==> config.mk <==
export PLATFORM = sky130hd
export DESIGN_NAME = conv_sequencer
export DESIGN_NICKNAME = d
export VERILOG_FILES = /design/src/rtl/conv_sequencer.sv
export SDC_FILE = /design/constraint.sdc
export NUM_CORES = 1
export LEC_CHECK = 0
export ABC_AREA = 1
export CAP_MARGIN = 15
export CORE_MARGIN = 4
export CORE_UTILIZATION = 59
export DETAILED_ROUTE_END_ITERATION = 8
export HOLD_SLACK_MARGIN = 0.02
export PLACE_DENSITY = 0.77
export SYNTH_ARGS = -nofsm -noshare
export SYNTH_HDL_FRONTEND = slang
export SYNTH_SLANG_ARGS = --single-unit
export TNS_END_PERCENT = 20
==> constraint.sdc <==
create_clock -name clk -period 8.8 [get_ports clk]
set_input_delay 0.88 -clock clk [delete_from_list [all_inputs] [get_ports clk]]
set_output_delay 0.88 -clock clk [all_outputs]
set_load 0.03 [all_outputs]
==> src/rtl/conv_sequencer.sv <==
// conv_sequencer: hardwired 3x3 convolution engine driving a single-port 4096x8 RAM.
// Loads the signed kernel from RAM, sweeps every valid 3x3 window of the unsigned
// image, and writes one clamped 8-bit result per window back to the output region.
// All RAM-facing outputs and status flags are registered from the next-state values,
// so each output cycle reflects exactly the state the sequencer is in during that cycle.
module conv_sequencer #(
    parameter int IMG_W    = 28,
    parameter int KER_BASE = 0,
    parameter int IMG_BASE = 9,
    parameter int OUT_BASE = 793,
    parameter int SHIFT    = 0
) (
    input  logic        clk,
    input  logic        rst_n,
    input  logic        start,
    input  logic [7:0]  mem_rdata,
    output logic        mem_r_en,
    output logic        mem_w_en,
    output logic [11:0] mem_addr,
    output logic [7:0]  mem_wdata,
    output logic        busy,
    output logic        done
);

    localparam int OUT_W = IMG_W - 2;
    localparam int CW    = $clog2(IMG_W);
    localparam logic [CW-1:0] LAST_POS = CW'(OUT_W - 1);

    // The whole address map must fit in the 12-bit RAM space.
    if ((IMG_W < 3) || (KER_BASE < 0) || (IMG_BASE < 0) || (OUT_BASE < 0) ||
        (KER_BASE + 8 > 4095) ||
        (IMG_BASE + IMG_W * IMG_W - 1 > 4095) ||
        (OUT_BASE + OUT_W * OUT_W - 1 > 4095)) begin : g_addr_map_check
        $error("conv_sequencer: parameter set exceeds the 12-bit address space");
    end

    typedef enum logic [2:0] {
        ST_IDLE   = 3'd0,
        ST_LOAD_K = 3'd1,
        ST_MAC    = 3'd2,
        ST_WR     = 3'd3,
        ST_DONE   = 3'd4
    } state_t;

    state_t                 state_r, state_s;
    logic [3:0]             step_r, step_s;
    logic [CW-1:0]          row_r, row_s;
    logic [CW-1:0]          col_r, col_s;
    logic signed [19:0]     acc_r, acc_s;
    logic signed [7:0]      ker_r [0:8];
    logic signed [7:0]      ker_s [0:8];

    logic                   mem_r_en_r, mem_r_en_s;
    logic                   mem_w_en_r, mem_w_en_s;
    logic [11:0]            mem_addr_r, mem_addr_s;
    logic [7:0]             mem_wdata_r, mem_wdata_s;
    logic                   busy_r, busy_s;
    logic                   done_r, done_s;

    // Unsigned pixel times signed kernel byte, sign-extended to accumulator width.
    function automatic logic signed [19:0] mac_term(input logic [7:0] pix,
                                                    input logic signed [7:0] k);
        logic signed [19:0] pix_e;
        logic signed [19:0] ker_e;
        pix_e = {12'd0, pix};
        ker_e = {{12{k[7]}}, k};
        return pix_e * ker_e;
    endfunction

    // Scale the accumulator and saturate into the unsigned 8-bit output range.
    function automatic logic [7:0] clamp_u8(input logic signed [19:0] a);
        logic signed [19:0] scaled;
        scaled = a >>> SHIFT;
        if (scaled < 20'sd0) begin
            return 8'd0;
        end else if (scaled > 20'sd255) begin
            return 8'd255;
        end else begin
            return scaled[7:0];
        end
    endfunction

    // Image address of window tap s (row-major 3x3) for output pixel (r,c).
    function automatic logic [11:0] img_addr(input logic [CW-1:0] r,
                                             input logic [CW-1:0] c,
                                             input logic [3:0] s);
        int i;
        int j;
        case (s)
            4'd0:    begin i = 0; j = 0; end
            4'd1:    begin i = 0; j = 1; end
            4'd2:    begin i = 0; j = 2; end
            4'd3:    begin i = 1; j = 0; end
            4'd4:    begin i = 1; j = 1; end
            4'd5:    begin i = 1; j = 2; end
            4'd6:    begin i = 2; j = 0; end
            4'd7:    begin i = 2; j = 1; end
            4'd8:    begin i = 2; j = 2; end
            default: begin i = 0; j = 0; end
        endcase
        return 12'(IMG_BASE + (int'(r) + i) * IMG_W + int'(c) + j);
    endfunction

    function automatic logic [11:0] out_addr(input logic [CW-1:0] r,
                                             input logic [CW-1:0] c);
        return 12'(OUT_BASE + int'(r) * OUT_W + int'(c));
    endfunction

    // Next-state logic: step sequencing, kernel capture, accumulation and scan position.
    always_comb begin
        state_s = state_r;
        step_s  = step_r;
        row_s   = row_r;
        col_s   = col_r;
        acc_s   = acc_r;
        ker_s   = ker_r;
        case (state_r)
            ST_IDLE, ST_DONE: begin
                if (start) begin
                    state_s = ST_LOAD_K;
                    step_s  = 4'd0;
                    row_s   = '0;
                    col_s   = '0;
                end else begin
                    state_s = state_r;
                end
            end
            ST_LOAD_K: begin
                // Read data lags the read by one cycle, so step s captures byte s-1.
                if (step_r != 4'd0) begin
                    ker_s[step_r - 4'd1] = mem_rdata;
                end else begin
                    ker_s = ker_r;
                end
                if (step_r == 4'd9) begin
                    state_s = ST_MAC;
                    step_s  = 4'd0;
                end else begin
                    step_s = step_r + 4'd1;
                end
            end
            ST_MAC: begin
                if (step_r == 4'd0) begin
                    acc_s = 20'sd0;
                end else begin
                    acc_s = acc_r + mac_term(mem_rdata, ker_r[step_r - 4'd1]);
                end
                if (step_r == 4'd9) begin
                    state_s = ST_WR;
                    step_s  = 4'd0;
                end else begin
                    step_s = step_r + 4'd1;
                end
            end
            ST_WR: begin
                if ((row_r == LAST_POS) && (col_r == LAST_POS)) begin
                    state_s = ST_DONE;
                end else begin
                    state_s = ST_MAC;
                    step_s  = 4'd0;
                    if (col_r == LAST_POS) begin
                        col_s = '0;
                        row_s = row_r + CW'(1);
                    end else begin
                        col_s = col_r + CW'(1);
                    end
                end
            end
            default: begin
                state_s = ST_IDLE;
            end
        endcase
    end

    // Output values for the upcoming cycle, derived from the next state; address and
    // write data hold whenever neither enable is asserted.
    always_comb begin
        mem_r_en_s  = 1'b0;
        mem_w_en_s  = 1'b0;
        mem_addr_s  = mem_addr_r;
        mem_wdata_s = mem_wdata_r;
        case (state_s)
            ST_LOAD_K: begin
                if (step_s <= 4'd8) begin
                    mem_r_en_s = 1'b1;
                    mem_addr_s = 12'(KER_BASE + int'(step_s));
                end else begin
                    mem_r_en_s = 1'b0;
                end
            end
            ST_MAC: begin
                if (step_s <= 4'd8) begin
                    mem_r_en_s = 1'b1;
                    mem_addr_s = img_addr(row_s, col_s, step_s);
                end else begin
                    mem_r_en_s = 1'b0;
                end
            end
            ST_WR: begin
                mem_w_en_s  = 1'b1;
                mem_addr_s  = out_addr(row_s, col_s);
                mem_wdata_s = clamp_u8(acc_s);
            end
            default: begin
                mem_r_en_s = 1'b0;
            end
        endcase
        busy_s = (state_s == ST_LOAD_K) || (state_s == ST_MAC) || (state_s == ST_WR);
        done_s = (state_s == ST_DONE);
    end

    // State, datapath and registered outputs; reset clears everything immediately.
    always_ff @(posedge clk or negedge rst_n) begin
        if (!rst_n) begin
            state_r     <= ST_IDLE;
            step_r      <= 4'd0;
            row_r       <= '0;
            col_r       <= '0;
            acc_r       <= 20'sd0;
            for (int k = 0; k < 9; k++) begin
                ker_r[k] <= 8'sd0;
            end
            mem_r_en_r  <= 1'b0;
            mem_w_en_r  <= 1'b0;
            mem_addr_r  <= 12'd0;
            mem_wdata_r <= 8'd0;
            busy_r      <= 1'b0;
            done_r      <= 1'b0;
        end else begin
            state_r     <= state_s;
            step_r      <= step_s;
            row_r       <= row_s;
            col_r       <= col_s;
            acc_r       <= acc_s;
            ker_r       <= ker_s;
            mem_r_en_r  <= mem_r_en_s;
            mem_w_en_r  <= mem_w_en_s;
            mem_addr_r  <= mem_addr_s;
            mem_wdata_r <= mem_wdata_s;
            busy_r      <= busy_s;
            done_r      <= done_s;
        end
    end

    assign mem_r_en  = mem_r_en_r;
    assign mem_w_en  = mem_w_en_r;
    assign mem_addr  = mem_addr_r;
    assign mem_wdata = mem_wdata_r;
    assign busy      = busy_r;
    assign done      = done_r;

endmodule

==> Implementation_results.wiki, run 1 <==
{| class="wikitable"
! Metric !! Value
|-
| Mean instance size in the synthesized netlist || between 7 and 8 µm²
|-
| Most frequent standard cell in the layout excluding fill and tap cells || inv_1
|-
| Area of the die || around 21000 µm²
|-
| Detailed-route wire length || around 26 mm
|-
| Via count of the routed design || 9187
|-
| Width of the chip || approximately 150 µm
|-
| Relative area change from synthesis to final layout || 10.0%
|-
| FF/Latch Area || ~3300 µm²
|-
| Share of cells above drive strength 1 || ~5.3%
|-
| Fin worst setup slack || about 0.8 ns
|-
| CTS tree || built
|-
| Number of antenna violations at the first check in global routing || 0
|-
| Critical Setup Path Class || flip-flop to flip-flop
|-
| DRC viols || 0
|-
| Share of synthesized area spent on multiplexers || 0%
|-
| CP max-delay cell || inv_1
|-
| Layout filler cell count || roughly 1500
|-
| All-Layer GR Usage || 25.4%
|-
| Highest-count cells in the layout ignoring fill and taps || inv_1 (266), nand2_1 (248), nor2_1 (149)
|-
| Reg-to-reg setup timing slack || 0.80 ns
|-
| Main combinational cell family by area after synthesis || adder cells
|-
| Number of synthesized flops with an enable pin || 0
|-
| Vias in the first global route || roughly 8900
|-
| Simple-gate share of the synthesized area || roughly 20%
|-
| Ys Warns || 0
|-
| Final net count || about 1600
|-
| Status || completed
|-
| Share of Yosys cell area claimed by the top area cell type || between 20% and 30%
|-
| Area of the placeable core || between 15000 and 20000 µm²
|-
| Post-synthesis cell type count || 50
|-
| Count of max-cap constraint violations || 0
|-
| Number of H-tree levels || 4
|-
| Post_cts resized || 0
|-
| Total of flip-flops plus latches after synthesis || between 100 and 150
|-
| Top flip-flop cell by instance count after synthesis || dfrtp_1
|-
| Crit path capture type || flip-flop
|-
| Synthesized-area fraction occupied by ao, oa, aoi and oai cells || between 10% and 20%
|-
| Netlist area before placement || roughly 11000 µm²
|-
| Largest net degree at the start of global routing || between 80 and 90
|-
| Path depth of the worst reg2reg path || 37
|-
| Synthesized netlist cell count || around 1400
|-
| First-pass GRT wire length || 43.9 mm
|-
| Sequential-to-total area share from yosys stat || between 20% and 30%
|-
| Count of boundary I/O pins || 35
|-
| Worst-path fanout max || 37
|-
| Stage delay of the slowest cell on the critical path || roughly 0.63 ns
|-
| Launching element of the worst setup path || step_r[0]
|-
| Max-slew violation total from the final report || 0
|-
| Half-perimeter wire length of the detailed placement result || 19.9 mm
|-
| Worst EP arrival || between 8 and 9 ns
|-
| Share of the core filled with cells || 66.9%
|-
| Startpoint types || flip-flop
|-
| Clk_lat worst skew || around 0.43 ns
|-
| Final hold violation count || 0
|-
| Count of inserted antenna diode cells || 0
|-
| Worst relative slew slack || between 30% and 40%
|-
| Setup fix buffers added after clock tree synthesis || 0
|-
| Most repeated library cell on the critical path || nand2_1
|-
| Port-buffer cells || 34
|-
| Min Tclk post-route || about 8 ns
|-
| Core Rows || between 40 and 50
|-
| Worst path required time || slightly above 9 ns
|-
| Synth async-reset ratio || 100%
|-
| Global-route congestion overflow total || 0
|-
| Post-synthesis share of cell area spent on xor and xnor gates || 2.15%
|-
| Clk Tree Root Cell || clkbuf_16
|-
| Antenna Violating Nets Remaining || 0
|-
| Initial cell density of the core || roughly 60%
|-
| Total of hold buffers inserted after clock tree synthesis || 0
|-
| Post-CTS clock slew at the launch and capture registers of the worst setup and hold paths || approximately 0.06 ns
|-
| Num CTS Buffers || 17
|-
| Fraction of the cycle the final worst path needs || between 90% and 100%
|-
| Setup tns final || 0 ns
|-
| Final setup violation count || 0
|-
| Number of optimization iterations in the first detailed-route pass || 5
|-
| Clk sink count || around 130
|-
| Area of the multi-input gates || between 6000 and 7000 µm²
|-
| Syn Nets || about 1600
|-
| Drt initial violations || 741
|-
| Smallest hold slack || around 0.46 ns
|-
| Reg-to-reg endpoint || mem_wdata[4]
|-
| Final setup skew || ~0.0097 ns
|-
| Drt wl/cell || between 15 and 20 µm
|-
| Fmax || roughly 130 MHz
|-
| Class of the tightest hold or removal check || input pin to asynchronous set/reset pin
|-
| Buffer levels on the longest clock path || 2
|-
| Top area cells in the synthesized netlist || dfrtp_1 (30%), ha_1 (14%), fa_1 (11%)
|-
| Setup repair after global routing missed its margin || false
|-
| Worst Tran Pin Value || approximately 1.0 ns
|-
| Die Height || about 150 µm
|-
| Synthesized-area fraction occupied by adder cells || 25.4%
|-
| Vias per std cell || 5.49
|-
| Biggest area consumer among synthesized cells || dfrtp_1
|-
| Worst flop-to-flop path startpoint || step_r[0]
|-
| Placement-stage worst setup slack || 0.953 ns
|-
| RD Place Congestion || a little over 0.9
|}
==> registers in the layout (all words and copies together), names as in the netlist <==
name and cells:
col_r 5, done 1, mem_addr 12, state_r 3, step_r 4, busy 1, mem_w_en 1, mem_wdata 8
acc_r 20, row_r 5, mem_r_en 1, ker_r 72
==> per-layer routing <==
layer	track usage, %	part of all wire (%)	vias to the layer above
met5	0	0	-
li1	-	-	4505
met1	35.1	46	4375
met3	5.02	4.7	55
met2	40.3	47	252
met4	9.02	2.6	0
==> critical path, delay by kind of cell (launching register included) <==
kind,cells,cell delay (ns)
compound gates,3,0.30
fa+ha+maj,7,3.55
buf+inv,8,1.60
flops,1,0.32
simple gates,19,2.06
==> cell usage after synthesis, types with 2 or more instances <==
| library cell | count |
|---|---|
| o21a_1 | 2 |
| clkbuf_1 | 15 |
| ha_1 | 128 |
| o41ai_1 | 2 |
| fa_1 | 61 |
| dfrtp_1 | 133 |
| nand3b_1 | 2 |
| buf_2 | 13 |
| a221oi_2 | 3 |
| a221oi_1 | 4 |
| a31oi_1 | 6 |
| a21o_1 | 3 |
| xnor2_1 | 8 |
| buf_1 | 4 |
| nor2_4 | 3 |
| inv_2 | 8 |
| nand2_2 | 3 |
| o21ai_0 | 79 |
| o22ai_1 | 5 |
| nand3_2 | 3 |
| a22oi_1 | 11 |
| o21bai_1 | 2 |
| inv_1 | 266 |
| a21oi_1 | 108 |
| xor2_1 | 13 |
| nand4_1 | 12 |
| nor2_1 | 149 |
| nor3_1 | 4 |
| nand2_1 | 248 |
| or2_1 | 4 |
| nor3_2 | 2 |
| o21ai_1 | 11 |
| nand3_1 | 63 |
| nor2_2 | 9 |
| nand3_4 | 2 |
| or2_2 | 4 |
==> worst max path at each step <==
stage                   endpoint  slack, ns  depth (start not counted)
floorplan           mem_wdata[0]       1.82                         37
global placement    mem_wdata[1]       1.08                         37
detailed placement  mem_wdata[3]       0.95                         37
CTS                 mem_wdata[6]       0.91                         37
global route        mem_wdata[6]       0.20                         35
finish              mem_wdata[4]       0.80                         37
==> cell type report <==
type	count	area share, %
Multi-Input combinational cell	964	53.9
Sequential cell	133	27.2
Inverter	276	8.49
Clock buffer	22	3.71
Timing Repair Buffer	39	3.10
Tap cell	229	2.34
Clock inverter	10	1.21
==> per-stage QoR <==
stage | instances | area (µm²)
floorplan | 1407 | 11100
global placement | 1641 | 11600
detailed placement | 1641 | 11600
CTS | 1673 | 12200
global route | 1673 | 12200
finish | 1673 | 12200
==> logic make-up (layout without fill, tap and decap cells) <==
family	Yosys count	count (layout)
AND/OR/NAND/NOR	511	511
buffers and inverters	310	347
AO/OA/AOI/OAI	241	241
adder cells (fa/ha/maj)	189	189
flip-flops	133	133
XOR/XNOR	23	23
Power of run 1 is left out: the tool's default activity adds up to more than one toggle a clock period on the data nets, which glitch-free logic cannot reach.
==> run 2, diff against run 1 <==
Settings changed: CORE_UTILIZATION 59 to 55, PLACE_DENSITY 0.77 to 0.73.
==> run 2 against run 1 <==
Global-route usage down 0.78 points. Critical endpoint is now mem_wdata[0]. Non-clock buffer count unchanged. Highest routed layer unchanged. First-iteration DRC count decreased by 19%. Cell count grew 2.2%. Utilization shrank 4.4 points. Clock skew rose by 0.0013 ns. Worst setup slack improved by 0.28 ns. Register-to-register slack improved by 0.28 ns. Clock-buffer cell count fell by 3.
==> Implementation_results.wiki, run 2 (synthesized netlist as in run 1, its figures left out) <==
{| class="wikitable"
! Metric !! Value
|-
| Status || completed (unchanged)
|-
| Final setup violation count || 0 (unchanged)
|-
| Class of the tightest hold or removal check || input pin to asynchronous set/reset pin (unchanged)
|-
| Global-route congestion overflow total || 0 (unchanged)
|-
| Largest net degree at the start of global routing || 81 (was 82)
|-
| Post_cts resized || 0 (unchanged)
|-
| Vias per std cell || 5.27 (was 5.49)
|-
| Width of the chip || 150 µm (was 145 µm)
|-
| Length of routed wiring on met1 || 12.5 mm (was 12.1 mm)
|-
| Half-perimeter wire length of the detailed placement result || 20.1 mm (was 19.9 mm)
|-
| Worst path required time || 9.12 ns (was 9.11 ns)
|-
| Share of cells above drive strength 1 || 5.54% (was 5.33%)
|-
| Number of optimization iterations in the first detailed-route pass || 5 (unchanged)
|-
| Min Tclk post-route || 7.72 ns (was 8.00 ns)
|-
| Most repeated library cell on the critical path || nand2_1 (unchanged)
|-
| Count of placed standard cells including taps || 1677 (was 1641)
|-
| Port-buffer cells || 34 (unchanged)
|-
| Total of hold buffers inserted after clock tree synthesis || 0 (unchanged)
|-
| Count of inserted antenna diode cells || 0 (unchanged)
|-
| Fraction of the cycle the final worst path needs || 87.8% (was 90.9%)
|-
| Final Instance Area || 12300 µm² (was 12200 µm²)
|-
| Via count of the routed design || 9004 (was 9187)
|-
| Detailed-route wire length || 26.2 mm (was 26.3 mm)
|-
| Worst relative slew slack || 25.9% (was 30.4%)
|-
| Highest metal layer with signal wires || met4 (unchanged)
|-
| Final setup skew || 0.0110 ns (was 0.00974 ns)
|-
| Startpoint types || flip-flop (unchanged)
|-
| Number of H-tree levels || 4 (unchanged)
|-
| Reg-to-reg endpoint || mem_wdata[0] (was mem_wdata[4])
|-
| Kind of cell adding the most delay to the critical path || adder cells (unchanged)
|-
| Setup repair after global routing missed its margin || false (unchanged)
|-
| Relative area change from synthesis to final layout || 10.5% (was 10.0%)
|-
| Crit path capture type || flip-flop (unchanged)
|-
| DRC viols || 0 (unchanged)
|-
| Clk_lat worst skew || 0.43 ns (about the same)
|-
| Clk sink count || 133 (unchanged)
|-
| Worst EP arrival || 8.04 ns (was 8.31 ns)
|-
| Count of boundary I/O pins || 35 (unchanged)
|-
| Final net count || 1631 (unchanged)
|-
| All-Layer GR Usage || 24.6% (was 25.4%)
|-
| Met2 wirelength from detailed routing || 12.0 mm (was 12.2 mm)
|-
| Clk Tree Root Cell || clkbuf_16 (unchanged)
|-
| Setup tns final || 0 ns (unchanged)
|-
| Area of the die || 22500 µm² (was 21100 µm²)
|-
| Drt wl/cell || 15.3 µm (was 15.7 µm)
|-
| Bufs and invs on worst path || 7 (was 8)
|-
| Drt initial violations || 597 (was 741)
|-
| Fmax || 129 MHz (was 125 MHz)
|-
| Num CTS Buffers || 17 (unchanged)
|-
| Non-filler cells, final || 1709 (was 1673)
|-
| Path depth of the worst reg2reg path || 36 (was 37)
|-
| Worst-path fanout max || 23 (was 37)
|-
| Sum of met3 wire segment lengths after detailed routing || 1.28 mm (was 1.25 mm)
|-
| Worst Tran Pin Value || 1.11 ns (was 1.04 ns)
|-
| Setup fix buffers added after clock tree synthesis || 0 (unchanged)
|-
| Fin worst setup slack || 1.08 ns (was 0.802 ns)
|-
| First-pass GRT wire length || 44.3 mm (was 43.9 mm)
|-
| Placement-stage worst setup slack || 1.20 ns (was 0.953 ns)
|-
| Placed standard-cell area || 11700 µm² (was 11600 µm²)
|-
| Max-slew violation total from the final report || 0 (unchanged)
|-
| Layout filler cell count || 1811 (was 1546)
|-
| Initial cell density of the core || 56.6% (was 60.8%)
|-
| Highest-count cells in the layout ignoring fill and taps || inv_1 (266), nand2_1 (248), nor2_1 (149) (unchanged)
|-
| Number of antenna violations at the first check in global routing || 0 (unchanged)
|-
| RD Place Congestion || 0.897 (was 0.920)
|-
| Die Height || 150 µm (was 145 µm)
|-
| Critical Setup Path Class || flip-flop to flip-flop (unchanged)
|-
| Reg-to-reg setup timing slack || 1.08 ns (was 0.80 ns)
|-
| Stage delay of the slowest cell on the critical path || 0.62 ns (was 0.63 ns)
|-
| Post-CTS clock slew at the launch and capture registers of the worst setup and hold paths || 0.06 ns (about the same)
|-
| Area of the placeable core || 19700 µm² (was 18300 µm²)
|-
| Final hold violation count || 0 (unchanged)
|-
| Worst flop-to-flop path startpoint || step_r[0] (unchanged)
|-
| Antenna Violating Nets Remaining || 0 (unchanged)
|-
| CP max-delay cell || inv_1 (unchanged)
|-
| Count of max-cap constraint violations || 0 (unchanged)
|-
| Most frequent standard cell in the layout excluding fill and tap cells || inv_1 (unchanged)
|-
| Vias in the first global route || 8952 (was 8945)
|-
| Core Rows || 51 (was 49)
|-
| Buffer levels on the longest clock path || 2 (unchanged)
|-
| Register containing the most flip-flops in the final layout || ker_r (unchanged)
|-
| Max FFs per register || 72 (unchanged)
|-
| CTS tree || built (unchanged)
|}
run 2: layer usage:
layer  up-vias  track usage [%]
met4         0             6.50
met1      4258             34.8
met3        39             4.94
met2       203             39.1
met5         -                0
li1       4504                -
run 2: worst max path at each step:
stage | from | to | cells after the start
3_5_place_dp | step_r[0] | mem_wdata[0] | 36
2_1_floorplan | step_r[0] | mem_wdata[0] | 37
5_1_grt | step_r[0] | mem_wdata[1] | 34
6_report | step_r[0] | mem_wdata[0] | 36
3_3_place_gp | step_r[0] | mem_wdata[1] | 36
4_1_cts | step_r[0] | mem_wdata[0] | 36
run 2: per-stage QoR:
step	util [%]	hold WS (ns)
4_1_cts	62.5	0.484
6_report	62.5	0.476
3_3_place_gp	59.4	0.468
3_5_place_dp	59.4	0.468
5_1_grt	62.5	0.505
2_1_floorplan	-	0.468
run 2: layout make-up:
| cell class | count | area, µm² | area share [%] |
|---|---|---|---|
| repair buffers | 39 | 379 | 3.09 |
| multi-input cells | 964 | 6590 | 53.7 |
| flip-flops and latches | 133 | 3330 | 27.1 |
| clock inverters | 13 | 171 | 1.40 |
| well taps | 265 | 332 | 2.70 |
| clock buffers | 19 | 443 | 3.61 |
| inverters | 276 | 1040 | 8.45 |
Power of run 2 is left out for the same reason.
